`src/rtl/uart_pkg.sv`:
```
`default_nettype none
// ============================================================================
// Module   : uart_pkg
// Purpose  : Shared definitions for the UART receive/transmit path: frame
//            width, oversampling counter width, the receiver state encoding
//            and the clocks-per-oversample-tick helper.
// Ports    : none (package)
// Revision : 1.0 - initial release
// ============================================================================
package uart_pkg;

  // Data bits per frame (8N1).
  localparam int UART_DATA_BITS = 8;

  // Width of the per-bit oversample counter (16 ticks per bit).
  localparam int UART_OS_BITS = 4;

  // Receiver states.
  typedef enum logic [2:0] {
    IDLE  = 3'd0,
    START = 3'd1,
    DATA  = 3'd2,
    STOP  = 3'd3,
    BREAK = 3'd4
  } uart_state_e;

  // Clocks per oversample tick, rounded to nearest.
  function automatic int uart_tick_div(input int clk_freq, input int baud, input int os);
    return (clk_freq + (baud * os) / 2) / (baud * os);
  endfunction

endpackage
`default_nettype wire

```
`src/rtl/uart_os_tick.sv`:
```
`default_nettype none
// ============================================================================
// Module   : uart_os_tick
// Purpose  : Oversample tick divider. Emits a one-cycle tick every TICK_DIV
//            clocks. A synchronous clear restarts the count so the tick phase
//            can be aligned to an external event (e.g. start-bit detection).
// Ports    : clk  - system clock
//            rst  - synchronous active-high reset
//            clr  - synchronous clear of the divider (suppresses the tick)
//            tick - one-cycle pulse when the divider wraps
// Revision : 1.0 - initial release
// ============================================================================
module uart_os_tick #(
  parameter int TICK_DIV = 27
) (
  input  logic clk,
  input  logic rst,
  input  logic clr,
  output logic tick
);

  localparam int               CNT_W  = (TICK_DIV > 1) ? $clog2(TICK_DIV) : 1;
  localparam logic [CNT_W-1:0] C_LAST = CNT_W'(TICK_DIV - 1);

  generate
    if (TICK_DIV < 1) begin : g_bad_tick_div
      $error("uart_os_tick: TICK_DIV must be at least 1");
    end
  endgenerate

  logic [CNT_W-1:0] div_cnt_q;
  logic [CNT_W-1:0] div_cnt_d;
  logic             wrap;

  always_comb begin
    wrap      = (div_cnt_q == C_LAST);
    div_cnt_d = div_cnt_q + 1'b1;
    if (clr || wrap) begin
      div_cnt_d = '0;
    end
    // While cleared the count is held at zero, so the first tick after the
    // clear is released lands exactly TICK_DIV cycles later.
    tick = wrap && !clr;
  end

  always_ff @(posedge clk) begin
    if (rst) begin
      div_cnt_q <= '0;
    end else begin
      div_cnt_q <= div_cnt_d;
    end
  end

endmodule
`default_nettype wire

```
`src/rtl/uart_rx.sv`:
```
`default_nettype none
// ============================================================================
// Module   : uart_rx
// Purpose  : 8N1 UART receiver with 16x oversampling and a 3-sample majority
//            vote per bit. Delivers each good byte with a one-cycle rx_ok
//            strobe and flags a low stop bit with a one-cycle rx_frame_err.
// Ports    : clk          - system clock (single domain)
//            rst          - synchronous active-high reset
//            rx           - asynchronous serial input, idles high
//            rx_data      - last good byte, held until the next good frame
//            rx_ok        - one-cycle strobe, rx_data valid in same cycle
//            rx_frame_err - one-cycle strobe, stop bit sampled low
//            rx_busy      - high whenever the receiver is not idle
// Revision : 1.0 - initial release
// ============================================================================
module uart_rx
  import uart_pkg::*;
#(
  parameter int CLK_FREQ   = 50000000,
  parameter int BAUD       = 115200,
  parameter int OVERSAMPLE = 16,
  parameter int TICK_DIV   = uart_tick_div(CLK_FREQ, BAUD, OVERSAMPLE)
) (
  input  logic                      clk,
  input  logic                      rst,
  input  logic                      rx,
  output logic [UART_DATA_BITS-1:0] rx_data,
  output logic                      rx_ok,
  output logic                      rx_frame_err,
  output logic                      rx_busy
);

  generate
    if (OVERSAMPLE != 16) begin : g_bad_oversample
      $error("uart_rx: only OVERSAMPLE = 16 is supported");
    end
  endgenerate

  localparam logic [UART_OS_BITS-1:0] C_OS_S0   = 4'd7;   // first vote sample
  localparam logic [UART_OS_BITS-1:0] C_OS_S1   = 4'd8;   // second vote sample
  localparam logic [UART_OS_BITS-1:0] C_OS_DEC  = 4'd9;   // third sample + decision
  localparam logic [UART_OS_BITS-1:0] C_OS_LAST = 4'd15;  // last tick of a bit
  localparam logic [2:0]              C_LAST_BIT = 3'(UART_DATA_BITS - 1);

  // --------------------------------------------------------------------------
  // State
  // --------------------------------------------------------------------------
  uart_state_e               state_q,     state_d;
  logic [1:0]                sync_q,      sync_d;
  logic                      rxs_prev_q,  rxs_prev_d;
  logic [UART_OS_BITS-1:0]   os_cnt_q,    os_cnt_d;
  logic [2:0]                bit_idx_q,   bit_idx_d;
  logic [1:0]                samp_q,      samp_d;
  logic [UART_DATA_BITS-1:0] shreg_q,     shreg_d;
  logic [UART_DATA_BITS-1:0] rx_data_q,   rx_data_d;
  logic                      rx_ok_q,     rx_ok_d;
  logic                      frame_err_q, frame_err_d;

  logic rxs;
  logic fall;
  logic tick;
  logic decide;
  logic bit_end;
  logic majority;
  logic tick_clr;

  // --------------------------------------------------------------------------
  // Oversample tick: held in clear while idle so that tick phase is referenced
  // to the cycle the start edge was detected.
  // --------------------------------------------------------------------------
  assign tick_clr = (state_q == IDLE);

  uart_os_tick #(
    .TICK_DIV (TICK_DIV)
  ) u_os_tick (
    .clk  (clk),
    .rst  (rst),
    .clr  (tick_clr),
    .tick (tick)
  );

  // --------------------------------------------------------------------------
  // Combinational decode
  // --------------------------------------------------------------------------
  always_comb begin
    rxs     = sync_q[1];
    fall    = rxs_prev_q & ~rxs;
    decide  = tick && (os_cnt_q == C_OS_DEC);
    bit_end = tick && (os_cnt_q == C_OS_LAST);
    // Two stored samples plus the live one taken on the decision tick.
    majority = (samp_q[0] & samp_q[1]) | (samp_q[0] & rxs) | (samp_q[1] & rxs);
  end

  // --------------------------------------------------------------------------
  // Next-state logic
  // --------------------------------------------------------------------------
  always_comb begin
    state_d     = state_q;
    sync_d      = {sync_q[0], rx};
    rxs_prev_d  = rxs;
    os_cnt_d    = os_cnt_q;
    bit_idx_d   = bit_idx_q;
    samp_d      = samp_q;
    shreg_d     = shreg_q;
    rx_data_d   = rx_data_q;
    rx_ok_d     = 1'b0;
    frame_err_d = 1'b0;

    if (state_q != IDLE && tick) begin
      os_cnt_d = os_cnt_q + 1'b1;  // wraps 15 -> 0 naturally
      if (os_cnt_q == C_OS_S0) begin
        samp_d[0] = rxs;
      end
      if (os_cnt_q == C_OS_S1) begin
        samp_d[1] = rxs;
      end
    end

    case (state_q)
      IDLE: begin
        os_cnt_d  = '0;
        bit_idx_d = '0;
        if (fall) begin
          state_d = START;
        end
      end

      START: begin
        if (decide && majority) begin
          // Start bit did not hold low through mid-bit: treat as a glitch.
          state_d = IDLE;
        end else if (bit_end) begin
          state_d = DATA;
        end
      end

      DATA: begin
        if (decide) begin
          shreg_d = {majority, shreg_q[UART_DATA_BITS-1:1]};
        end
        if (bit_end) begin
          if (bit_idx_q == C_LAST_BIT) begin
            state_d = STOP;
          end else begin
            bit_idx_d = bit_idx_q + 1'b1;
          end
        end
      end

      STOP: begin
        if (decide) begin
          if (majority) begin
            rx_data_d = shreg_q;
            rx_ok_d   = 1'b1;
            // Leave mid-stop-bit so the next start edge has margin to be seen.
            state_d   = IDLE;
          end else begin
            frame_err_d = 1'b1;
            state_d     = BREAK;
          end
        end
      end

      BREAK: begin
        // Hold here until the line returns high; a long break reports once.
        if (rxs) begin
          state_d = IDLE;
        end
      end

      default: begin
        state_d = IDLE;
      end
    endcase
  end

  // --------------------------------------------------------------------------
  // Registers
  // --------------------------------------------------------------------------
  always_ff @(posedge clk) begin
    if (rst) begin
      state_q     <= IDLE;
      sync_q      <= 2'b11;
      rxs_prev_q  <= 1'b1;
      os_cnt_q    <= '0;
      bit_idx_q   <= '0;
      samp_q      <= '0;
      shreg_q     <= '0;
      rx_data_q   <= '0;
      rx_ok_q     <= 1'b0;
      frame_err_q <= 1'b0;
    end else begin
      state_q     <= state_d;
      sync_q      <= sync_d;
      rxs_prev_q  <= rxs_prev_d;
      os_cnt_q    <= os_cnt_d;
      bit_idx_q   <= bit_idx_d;
      samp_q      <= samp_d;
      shreg_q     <= shreg_d;
      rx_data_q   <= rx_data_d;
      rx_ok_q     <= rx_ok_d;
      frame_err_q <= frame_err_d;
    end
  end

  assign rx_data      = rx_data_q;
  assign rx_ok        = rx_ok_q;
  assign rx_frame_err = frame_err_q;
  assign rx_busy      = (state_q != IDLE);

endmodule
`default_nettype wire

```
`config.mk`:
```
export PLATFORM = sky130hd
export DESIGN_NAME = uart_rx
export DESIGN_NICKNAME = d
export VERILOG_FILES = /design/src/rtl/uart_pkg.sv /design/src/rtl/uart_os_tick.sv /design/src/rtl/uart_rx.sv
export SDC_FILE = /design/constraint.sdc
export NUM_CORES = 1
export LEC_CHECK = 0
export BUFFER_PORTS_ARGS = -buffer_cell sky130_fd_sc_hd__buf_2
export CORE_MARGIN = 5
export CORE_UTILIZATION = 62
export DETAILED_ROUTE_END_ITERATION = 8
export PLACE_DENSITY = 0.82
export SYNTH_ARGS = -nofsm -noshare
export SYNTH_HDL_FRONTEND = slang
export SYNTH_SLANG_ARGS = --single-unit
```
`constraint.sdc`:
```
create_clock -name clk -period 3.4 [get_ports clk]
set_clock_uncertainty 0.15 [all_clocks]
set_input_delay 0.34 -clock clk [delete_from_list [all_inputs] [get_ports clk]]
set_output_delay 0.34 -clock clk [all_outputs]
set_load 0.02 [all_outputs]
```
==> results.rst, run 1 <==
.. list-table::
   :header-rows: 1

   * - Metric
     - Value
   * - Largest net degree at the start of global routing
     - 29
   * - Area taken by flip-flops and latches
     - 761 um^2
   * - DRC Markers
     - 0
   * - Internal power
     - 553 uW
   * - Die W
     - 61 um
   * - Insertion delay of the later-clocked pin in the worst-skew pair
     - 0.35 ns
   * - Relative slew slack
     - 0.599
   * - DR WL/cell
     - 14.0 um
   * - Summed instance area of the synthesized netlist
     - 1610 um^2
   * - Power per cell area
     - 409 nW/um^2
   * - Final estimated routing congestion in global placement
     - 0.796
   * - Buffer depth of the longest clock path
     - 2
   * - Hold Fails Final Rpt
     - 0
   * - Count of max-cap constraint violations
     - 0
   * - Power Total
     - 718 uW
   * - Die Span Y
     - 61 um
   * - Most numerous cell types in the synthesized netlist
     - dfxtp_1, nor2_1, mux2i_1
   * - Routed via count
     - 1247
   * - Setup repair after global routing missed its margin
     - no
   * - Antenna violations before repair
     - 0
   * - Number of nets in the finished design
     - 195
   * - Worst setup path category
     - flop to flop
   * - Slew Limit Fails
     - 0
   * - Global router's overall resource usage
     - 0.189
   * - Final antenna-violating net count
     - 0
   * - Category of the worst setup path capture point
     - flop
   * - Relative contribution of combinational cells to total power
     - 0.026
   * - TritonCTS clock tree
     - built
   * - Die area
     - 3720 um^2
   * - Sequential fraction of design power
     - 0.627
   * - Fraction of post-synthesis cell area in the top cell type by area
     - 0.472
   * - Shortest clock period the worst path allows after layout
     - 2.18 ns
   * - Peak Freq
     - 0.458 GHz
   * - Path category of the worst min-delay check
     - flop to flop
   * - Synthesized area per cell
     - 9.49 um^2
   * - Std-Cell Rows
     - 18
   * - Cell variety after synth
     - 35
   * - Count of pins on the block boundary
     - 14
   * - Total gr overflow
     - 0
   * - Clock Power Share
     - 0.347
   * - Std-Cell Core Area
     - 2480 um^2
   * - Post-Route WL
     - 3.02 mm
   * - Status
     - completed
   * - Sequential-to-total area share from yosys stat
     - 0.472
   * - Post-DP HPWL
     - 2.15 mm
   * - Fraction of power spent switching nets
     - 0.230
   * - Instance count of the mapped netlist
     - 170
   * - Initial core utilization
     - 0.651
   * - Worst Max-Slew Pin Slew
     - 0.599 ns
   * - Period utilisation layout
     - 0.642
   * - Setup TNS Final
     - 0 ns
   * - Sink Count
     - 38
   * - Synthesis-stage register bit count
     - 38
   * - Number of global-route vias before repair
     - 1196
   * - Cell leakage power
     - 0.000785 uW
   * - Layout fillers
     - 212
   * - Wire length of the first global-routing pass
     - 5.06 mm
   * - Proportion of layout cells with a drive suffix above 1
     - 0.156
   * - CP Data Required Time
     - 3.54 ns
   * - Number of H-tree levels
     - 2
   * - # port buffers
     - 13
   * - Total setup violations reported at the end of the flow
     - 0
   * - Most frequent cell after synthesis
     - dfxtp_1
   * - Synth area leaders
     - dfxtp_1, mux2i_1, nor2_1, ha_1, nand2_1
   * - Count of yosys warnings during synthesis
     - 0
   * - Startpoint Class
     - flop
   * - Number of buffers created by CTS
     - 5
   * - Multi-input logic area
     - 791 um^2
   * - Diode insertion count for antenna repair
     - 0
   * - Clk slew on worst S/H paths
     - 0.12 ns
   * - Highest fanout seen on the critical path
     - 4
   * - Sw Pwr
     - 165 uW
   * - Data arrival time of the worst path
     - 2.32 ns
   * - Maximum resistive drop on vdd
     - 0.000434 V
   * - Library cell used as clock root buffer
     - clkbuf_4
   * - Initial DRC Count
     - 63
   * - First-pass detailed-route iteration total
     - 4
   * - Library cell with the largest summed area after synthesis
     - dfxtp_1
   * - Predominant post-synthesis flop cell
     - dfxtp_1
   * - Post-synthesis to final-layout area growth
     - 8.77%
   * - Post-synth EDFFs
     - 0
   * - Post-synth ARST share
     - 0
   * - Synthesized netlist net count
     - 180
   * - Post-detailed-route via-to-cell ratio
     - 5.77
-- layer usage --
layer	routed length [um]	vias up	GRT usage
li1	-	615	-
met1	1270	577	0.211
met2	1530	48	0.307
met3	165	7	0.0681
met4	61	0	0.111
met5	0	-	0
-- cells in the final DEF (no fill, tap or decap), types with 2 or more instances in the layout --
master    count
a21oi_1       6
buf_2        13
clkbuf_4      5
dfxtp_1      38
ha_1          7
inv_1         7
mux2i_1      18
nand2_1      11
nand3_1       8
nand3b_1      3
nand4_1       3
nand4b_1      2
nor2_1       29
nor3_1        4
o21ai_0       4
or2_2         4
xor2_1        4
-- metrics by stage --
step | worst slack (ns) | hold slack [ns] | util | cells | instance area [um^2]
2_1_floorplan | 1.36 | 0.239 | - | 170 | 1610
3_3_place_gp | 1.33 | 0.246 | 0.678 | 207 | 1680
3_5_place_dp | 1.26 | 0.249 | 0.678 | 207 | 1680
4_1_cts | 1.22 | 0.00709 | 0.704 | 215 | 1740
5_1_grt | 1.04 | 0.255 | 0.708 | 216 | 1750
6_report | 1.22 | 0.265 | 0.708 | 216 | 1750
-- what timing repair did --
| action | in CTS | in global routing |
|---|---|---|
| buffers inserted | 0 | 0 |
| gates resized for setup | 0 | 0 |
| hold endpoints to repair | 0 | 1 |
| hold buffers | 0 | 1 |
-- registers in the layout, indices dropped and copies added (netlist names) --
register	cells
state_q	3
shreg_q	8
rx_frame_err	1
rx_ok	1
os_cnt_q	4
sync_q	2
u_os_tick.div_cnt_q	5
samp_q	2
rxs_prev_q	1
rx_data	8
bit_idx_q	3
-- kinds of logic (layout without fill, tap and decap cells) --
group           after synthesis  in the layout  share of synthesized area
simple gates                 74             74                      0.238
flops                        38             38                      0.472
mux                          18             18                      0.112
compound gates               14             14                     0.0528
buf+inv                      13             29                     0.0380
fa+ha+maj                     8              8                     0.0605
xor+xnor                      5              5                     0.0272
-- layout make-up --
cell class | count | area share
tap | 30 | 0.0214
timing repair buffer | 14 | 0.0428
clock buffer | 6 | 0.0292
inverter | 7 | 0.0150
multi-input combinational | 119 | 0.451
sequential | 38 | 0.434
clock inverter | 2 | 0.00713
-- worst max-delay path: stages, from the launching register on --
cell and delay, ns:
dfxtp_1 0.35, ha_1 0.21, ha_1 0.21, or4b_4 0.50, or3_4 0.36, or2_1 0.23
a21oi_2 0.12
-- power groups by stage --
| stage | clock network, uW | registers [uW] | logic (uW) |
|---|---|---|---|
| global placement | 0 | 460 | 16.3 |
| global route | 283 | 451 | 19.8 |
| finish | 249 | 450 | 18.4 |
| CTS | 257 | 450 | 17.1 |
| floorplan | 0 | 459 | 13.0 |
| detailed placement | 0 | 460 | 17.0 |
-- worst paths after layout --
kind | end | start | slack, ns | depth (start not counted)
max reg2reg | bit_idx_q[0] | bit_idx_q[0] | 1.22 | 6
max | bit_idx_q[0] | bit_idx_q[0] | 1.22 | 6
min reg2reg | sync_q[1] | sync_q[0] | 0.27 | 1
min | sync_q[1] | sync_q[0] | 0.27 | 1
(Power assumes the default switching activity.)
==> run 2, diff against run 1 <==
CORE_UTILIZATION = 57   (was 62)
PLACE_DENSITY = 0.77   (was 0.82)
clock period = 2.07 ns   (was 3.4 ns; I/O delays follow)
==> run 2 against run 1 <==
Effect of this change:
- die area increased by 7.3%
- the run now ends with negative setup slack left
- via count increased by 1.4%
- utilization decreased by 2.8 points
- critical endpoint unchanged
- critical path type unchanged
- sequential share of layout area decreased by 2.3 points
- sequential power increased by 64%
==> results.rst, run 2 (same netlist as run 1, synthesis figures left out) <==
.. list-table::
   :header-rows: 1

   * - Metric
     - Value
   * - Final estimated routing congestion in global placement
     - 0.783
   * - Clock Power Share
     - 0.344
   * - Maximum resistive drop on vdd
     - 0.000542 V
   * - CP Depth
     - 6
   * - Std-Cell Core Area
     - 2730 um^2
   * - Hold-critical path depth
     - 2
   * - Initial DRC Count
     - 46
   * - Critical hold path startpoint
     - rst
   * - Reg2reg path depth
     - 6
   * - Category of the worst setup path capture point
     - flop
   * - Final core utilization
     - 0.680
   * - Path category of the worst min-delay check
     - primary input to flop
   * - Placed Cells
     - 215
   * - Buffer depth of the longest clock path
     - 2
   * - Critical path cell sequence
     - ha_4 -> ha_4 -> or4b_4 -> or3_4 -> or2_1 -> a21oi_2
   * - Slew Limit Fails
     - 0
   * - Routed via count
     - 1265
   * - Insertion delay of the later-clocked pin in the worst-skew pair
     - 0.35 ns
   * - Top cell family by delay on the critical path
     - simple AND/OR/NAND/NOR gates
   * - Setup TNS Final
     - -0.0315 ns
   * - Antenna violations before repair
     - 0
   * - Number of nets in the finished design
     - 205
   * - Relative contribution of combinational cells to total power
     - 0.025
   * - Critical register-to-register path endpoint
     - bit_idx_q[0]
   * - DRC Markers
     - 0
   * - First-pass detailed-route iteration total
     - 4
   * - Wire length of the first global-routing pass
     - 5.89 mm
   * - CP max-delay cell
     - or4b_4
   * - Fraction of power spent switching nets
     - 0.225
   * - Data arrival time of the worst path
     - 2.23 ns
   * - Leading cell type in the layout, fill and taps excluded
     - dfxtp_1
   * - Post-detailed-route via-to-cell ratio
     - 5.57
   * - Peak per-stage delay on the critical path
     - 0.48 ns
   * - Clk slew on worst S/H paths
     - 0.11 ns
   * - # port buffers
     - 13
   * - Status
     - complete, but fails checks
   * - Worst setup path category
     - flop to flop
   * - Die W
     - 63.2 um
   * - Sequential fraction of design power
     - 0.631
   * - Destination of the worst hold path
     - samp_q[1]
   * - Bufs and invs on worst path
     - 0
   * - Post-Route WL
     - 3.28 mm
   * - Startpoint Class
     - flop
   * - Relative slew slack
     - 0.697
   * - Finished layout cell area
     - 1860 um^2
   * - Layout fillers
     - 219
   * - Final antenna-violating net count
     - 0
   * - Post-route setup slack
     - -0.0315 ns
   * - Total gr overflow
     - 0
   * - Commonest cells after routing, fill and taps aside
     - dfxtp_1, nor2_1, mux2i_1
   * - Sink Count
     - 38
   * - Number of buffers created by CTS
     - 5
   * - Std-Cell Rows
     - 19
   * - Hold Fails Final Rpt
     - 0
   * - Global router's overall resource usage
     - 0.186
   * - Highest fanout seen on the critical path
     - 3
   * - Most common cell type on the critical path
     - ha_4
   * - Start of the worst register-to-register path
     - bit_idx_q[1]
   * - Sw Pwr
     - 263 uW
   * - Largest net degree at the start of global routing
     - 29
   * - Number of non-filler instances in the completed layout
     - 227
   * - Period utilisation layout
     - 1.02
   * - Die Span Y
     - 63.2 um
   * - Number of H-tree levels
     - 2
   * - Initial core utilization
     - 0.590
   * - Count of pins on the block boundary
     - 14
   * - Worst reg2reg setup slack
     - -0.03 ns
   * - Post-synthesis to final-layout area growth
     - 15.2%
   * - Total setup violations reported at the end of the flow
     - 1
   * - TritonCTS clock tree
     - built
   * - Die area
     - 3990 um^2
   * - Power per cell area
     - 630 nW/um^2
   * - Placement Cell Area
     - 1730 um^2
   * - Post-DP HPWL
     - 2.31 mm
   * - Cell leakage power
     - 0.000825 uW
   * - Worst Max-Slew Pin Slew
     - 0.454 ns
   * - Number of global-route vias before repair
     - 1330
   * - Library cell used as clock root buffer
     - clkbuf_4
   * - CP Data Required Time
     - 2.20 ns
   * - Proportion of layout cells with a drive suffix above 1
     - 0.219
   * - Internal power
     - 907 uW
   * - DR WL/cell
     - 14.4 um
   * - Diode insertion count for antenna repair
     - 0
   * - Setup repair after global routing missed its margin
     - yes
   * - Violated checks
     - negative setup slack
   * - Peak Freq
     - 0.476 GHz
   * - Count of max-cap constraint violations
     - 0
   * - Shortest clock period the worst path allows after layout
     - 2.10 ns
-- run 2: what timing repair did --
item | CTS | global route
hold buffers | 1 | 0
pin swaps | 4 | 5
setup endpoints to repair | 1 | 5
buffers inserted | 1 | 2
endpoints found under the hold margin | 1 | 0
gates resized for setup | 6 | 0
-- run 2: layout make-up --
type	instances	area, um^2	share of cell area
Clock inverter	2	12.5	0.00673
Timing Repair Buffer	24	150	0.0808
Tap cell	31	38.8	0.0209
Inverter	7	26.3	0.0141
Sequential cell	38	763	0.411
Multi-Input combinational cell	119	816	0.439
Clock buffer	6	51.3	0.0276
-- run 2: worst max path at each step --
| stage | endpoint | slack [ns] | from |
|---|---|---|---|
| 4_1_cts | bit_idx_q[0] | -0.05 | bit_idx_q[0] |
| 5_1_grt | bit_idx_q[0] | -0.1 | bit_idx_q[1] |
| 3_5_place_dp | bit_idx_q[0] | -0.05 | bit_idx_q[0] |
| 6_report | bit_idx_q[0] | -0.03 | bit_idx_q[1] |
| 2_1_floorplan | bit_idx_q[0] | 0.03 | bit_idx_q[0] |
| 3_3_place_gp | bit_idx_q[0] | 0.009 | bit_idx_q[0] |
-- run 2: power groups by stage --
stage | clock network, uW | registers, uW | logic, uW
after global placement | 0 | 755 | 26.9
after detailed placement | 0 | 756 | 27.7
final | 403 | 739 | 29.1
after global routing | 453 | 741 | 32.8
after CTS | 419 | 739 | 29.6
after floorplan | 0 | 754 | 21.4
-- run 2: layer usage --
metal  part of all wire  track usage
met3              0.031       0.0409
met4              0.034        0.109
met2               0.54        0.341
met1               0.40        0.190
met5                  0            0
-- run 2: per-stage QoR --
stage | setup slack, ns | power [uW] | hold WS, ns
final | -0.0315 | 1170 | 0.129
after global routing | -0.0989 | 1230 | 0.147
after CTS | -0.0452 | 1190 | 0.126
after detailed placement | -0.0550 | 784 | 0.253
after global placement | 0.00922 | 782 | 0.240
after floorplan | 0.0346 | 776 | 0.161
==> run 3, diff against run 2 <==
PLACE_DENSITY = 0.86   (was 0.77)
TNS_END_PERCENT = 50   (was default)
==> run 3 against run 2 <==
Effect of this change:
- the flow now finishes without violations
- global-route usage down 0.91 points
- final cell count is 0.88% lower
- sequential power about the same
- flip-flop and latch count did not move
- clock-buffer cell count decreased by 1
- die area is the same
- via count rose by 0.63%
- utilization rose by 0.23 points
==> results.rst, run 3 (same netlist as run 1, synthesis figures left out) <==
.. list-table::
   :header-rows: 1

   * - Metric
     - Value
   * - Fraction of power spent switching nets
     - 0.221
   * - Initial DRC Count
     - 41
   * - Post-detailed-route via-to-cell ratio
     - 5.66
   * - Die area
     - 3990 um^2
   * - Std-Cell Core Area
     - 2730 um^2
   * - Number of non-filler instances in the completed layout
     - 225
   * - Data arrival time of the worst path
     - 2.19 ns
   * - Number of nets in the finished design
     - 203
   * - TritonCTS clock tree
     - built
   * - Count of pins on the block boundary
     - 14
   * - Number of H-tree levels
     - 2
   * - Highest routed metal layer
     - met4
   * - Leading cell type in the layout, fill and taps excluded
     - dfxtp_1
   * - Commonest cells after routing, fill and taps aside
     - dfxtp_1, nor2_1, mux2i_1
   * - Placed Cells
     - 214
   * - Hold Fails Final Rpt
     - 0
   * - Multi-input logic area
     - 818 um^2
   * - Proportion of layout cells with a drive suffix above 1
     - 0.216
   * - Startpoint Class
     - flop
   * - Worst Max-Slew Pin Slew
     - 0.359 ns
   * - Initial core utilization
     - 0.590
   * - Die Span Y
     - 63.2 um
   * - Cell leakage power
     - 0.000823 uW
   * - Sequential fraction of design power
     - 0.577
   * - Met1 wire length
     - 1.30 mm
   * - Worst setup path category
     - flop to flop
   * - Antenna violations before repair
     - 0
   * - Wire length of the first global-routing pass
     - 5.56 mm
   * - Post-Route WL
     - 3.18 mm
   * - Worst Setup Slack post-DPL
     - -0.0700 ns
   * - Category of the worst setup path capture point
     - flop
   * - Met3 wire length
     - 144 um
   * - Post-route setup slack
     - 0.0192 ns
   * - Number of buffers created by CTS
     - 5
   * - Std-Cell Rows
     - 19
   * - Period utilisation layout
     - 0.991
   * - Area taken by flip-flops and latches
     - 763 um^2
   * - Buffer depth of the longest clock path
     - 2
   * - Final antenna-violating net count
     - 0
   * - Post-synthesis to final-layout area growth
     - 15.6%
   * - Insertion delay of the later-clocked pin in the worst-skew pair
     - 0.35 ns
   * - Maximum resistive drop on vdd
     - 0.000721 V
   * - DRC Markers
     - 0
   * - Path category of the worst min-delay check
     - primary input to flop
   * - Number of global-route vias before repair
     - 1253
   * - Power per cell area
     - 688 nW/um^2
   * - Post-route worst hold slack
     - 0.139 ns
   * - Final core utilization
     - 0.682
   * - Clk slew on worst S/H paths
     - 0.11 ns
   * - DR WL/cell
     - 14.1 um
   * - Slew Limit Fails
     - 0
   * - CP Data Required Time
     - 2.21 ns
   * - # port buffers
     - 13
   * - Diode insertion count for antenna repair
     - 0
   * - Relative slew slack
     - 0.759
   * - Count of max-cap constraint violations
     - 0
   * - Shortest clock period the worst path allows after layout
     - 2.05 ns
   * - Sw Pwr
     - 283 uW
   * - Highest fanout seen on the critical path
     - 2
   * - Clock Power Share
     - 0.399
   * - Total gr overflow
     - 0
   * - Internal power
     - 999 uW
   * - Largest net degree at the start of global routing
     - 28
   * - Library cell used as clock root buffer
     - clkbuf_4
   * - Setup repair after global routing missed its margin
     - yes
   * - Die W
     - 63.2 um
   * - Total setup violations reported at the end of the flow
     - 0
   * - Layout fillers
     - 202
   * - Peak Freq
     - 0.488 GHz
   * - Status
     - completed
   * - Final estimated routing congestion in global placement
     - 0.874
   * - Routed via count
     - 1273
   * - Met2 WL
     - 1.67 mm
   * - Post-DP HPWL
     - 2.27 mm
   * - Sink Count
     - 38
   * - Global router's overall resource usage
     - 0.177
   * - Relative contribution of combinational cells to total power
     - 0.025
   * - First-pass detailed-route iteration total
     - 5
run 3: cell count changes in the layout (fill, tap and decap cells not counted), sizes merged:
cell / before / now
clkbuf: 6 / 5
clkinv: 1 / 0
bufinv: 0 / 1
clkinvlp: 1 / 2
buf: 23 / 21
run 3: worst paths after layout:
check | startpoint | endpoint | slack [ns] | cells past startpoint
hold reg to reg | sync_q[0] | sync_q[1] | 0.28 | 1
hold / removal | rst | bit_idx_q[0] | 0.14 | 3
setup reg to reg | bit_idx_q[1] | bit_idx_q[0] | 0.02 | 6
setup / recovery | bit_idx_q[1] | bit_idx_q[0] | 0.02 | 6
run 3: cell type report:
type / instances / area share
Tap cell: 31 / 0.0208
Clock buffer: 5 / 0.0201
Multi-Input combinational cell: 119 / 0.439
Sequential cell: 38 / 0.409
Clock inverter: 3 / 0.0242
Inverter: 7 / 0.0141
Timing Repair Buffer: 22 / 0.0725
run 3: what timing repair did:
action	in CTS	in global routing
hold buffers	1	0
pin swaps	4	3
setup endpoints to repair	1	3
endpoints found under the hold margin	1	0
buffers inserted	2	0
gates resized for setup	6	1
run 3: power groups by stage:
stage	Sequential [uW]	Combinational (uW)	Clock (uW)
CTS	739	31.3	522
global placement	755	28.1	0
floorplan	754	21.4	0
finish	739	31.4	511
global route	740	35.1	560
detailed placement	755	29.7	0
run 3: per-layer routing:
metal	vias to the layer above	track usage
li1	627	-
met1	595	0.192
met2	41	0.308
met3	10	0.0568
met4	0	0.0831
met5	-	0
run 3: per-stage QoR:
stage / total power [uW] / TNS, ns / area (um^2)
global placement: 783 / 0 / 1730
detailed placement: 785 / -0.0700 / 1730
finish: 1280 / 0 / 1860
global route: 1330 / -0.0642 / 1860
floorplan: 776 / 0 / 1610
CTS: 1290 / -0.0398 / 1860
run 3: worst max-delay path: stages, from the launching register on:
cell     delay [ns]
dfxtp_2        0.35
ha_4           0.16
ha_4           0.15
or4b_4         0.48
or3_4          0.34
or2_4          0.24
a21oi_2        0.12
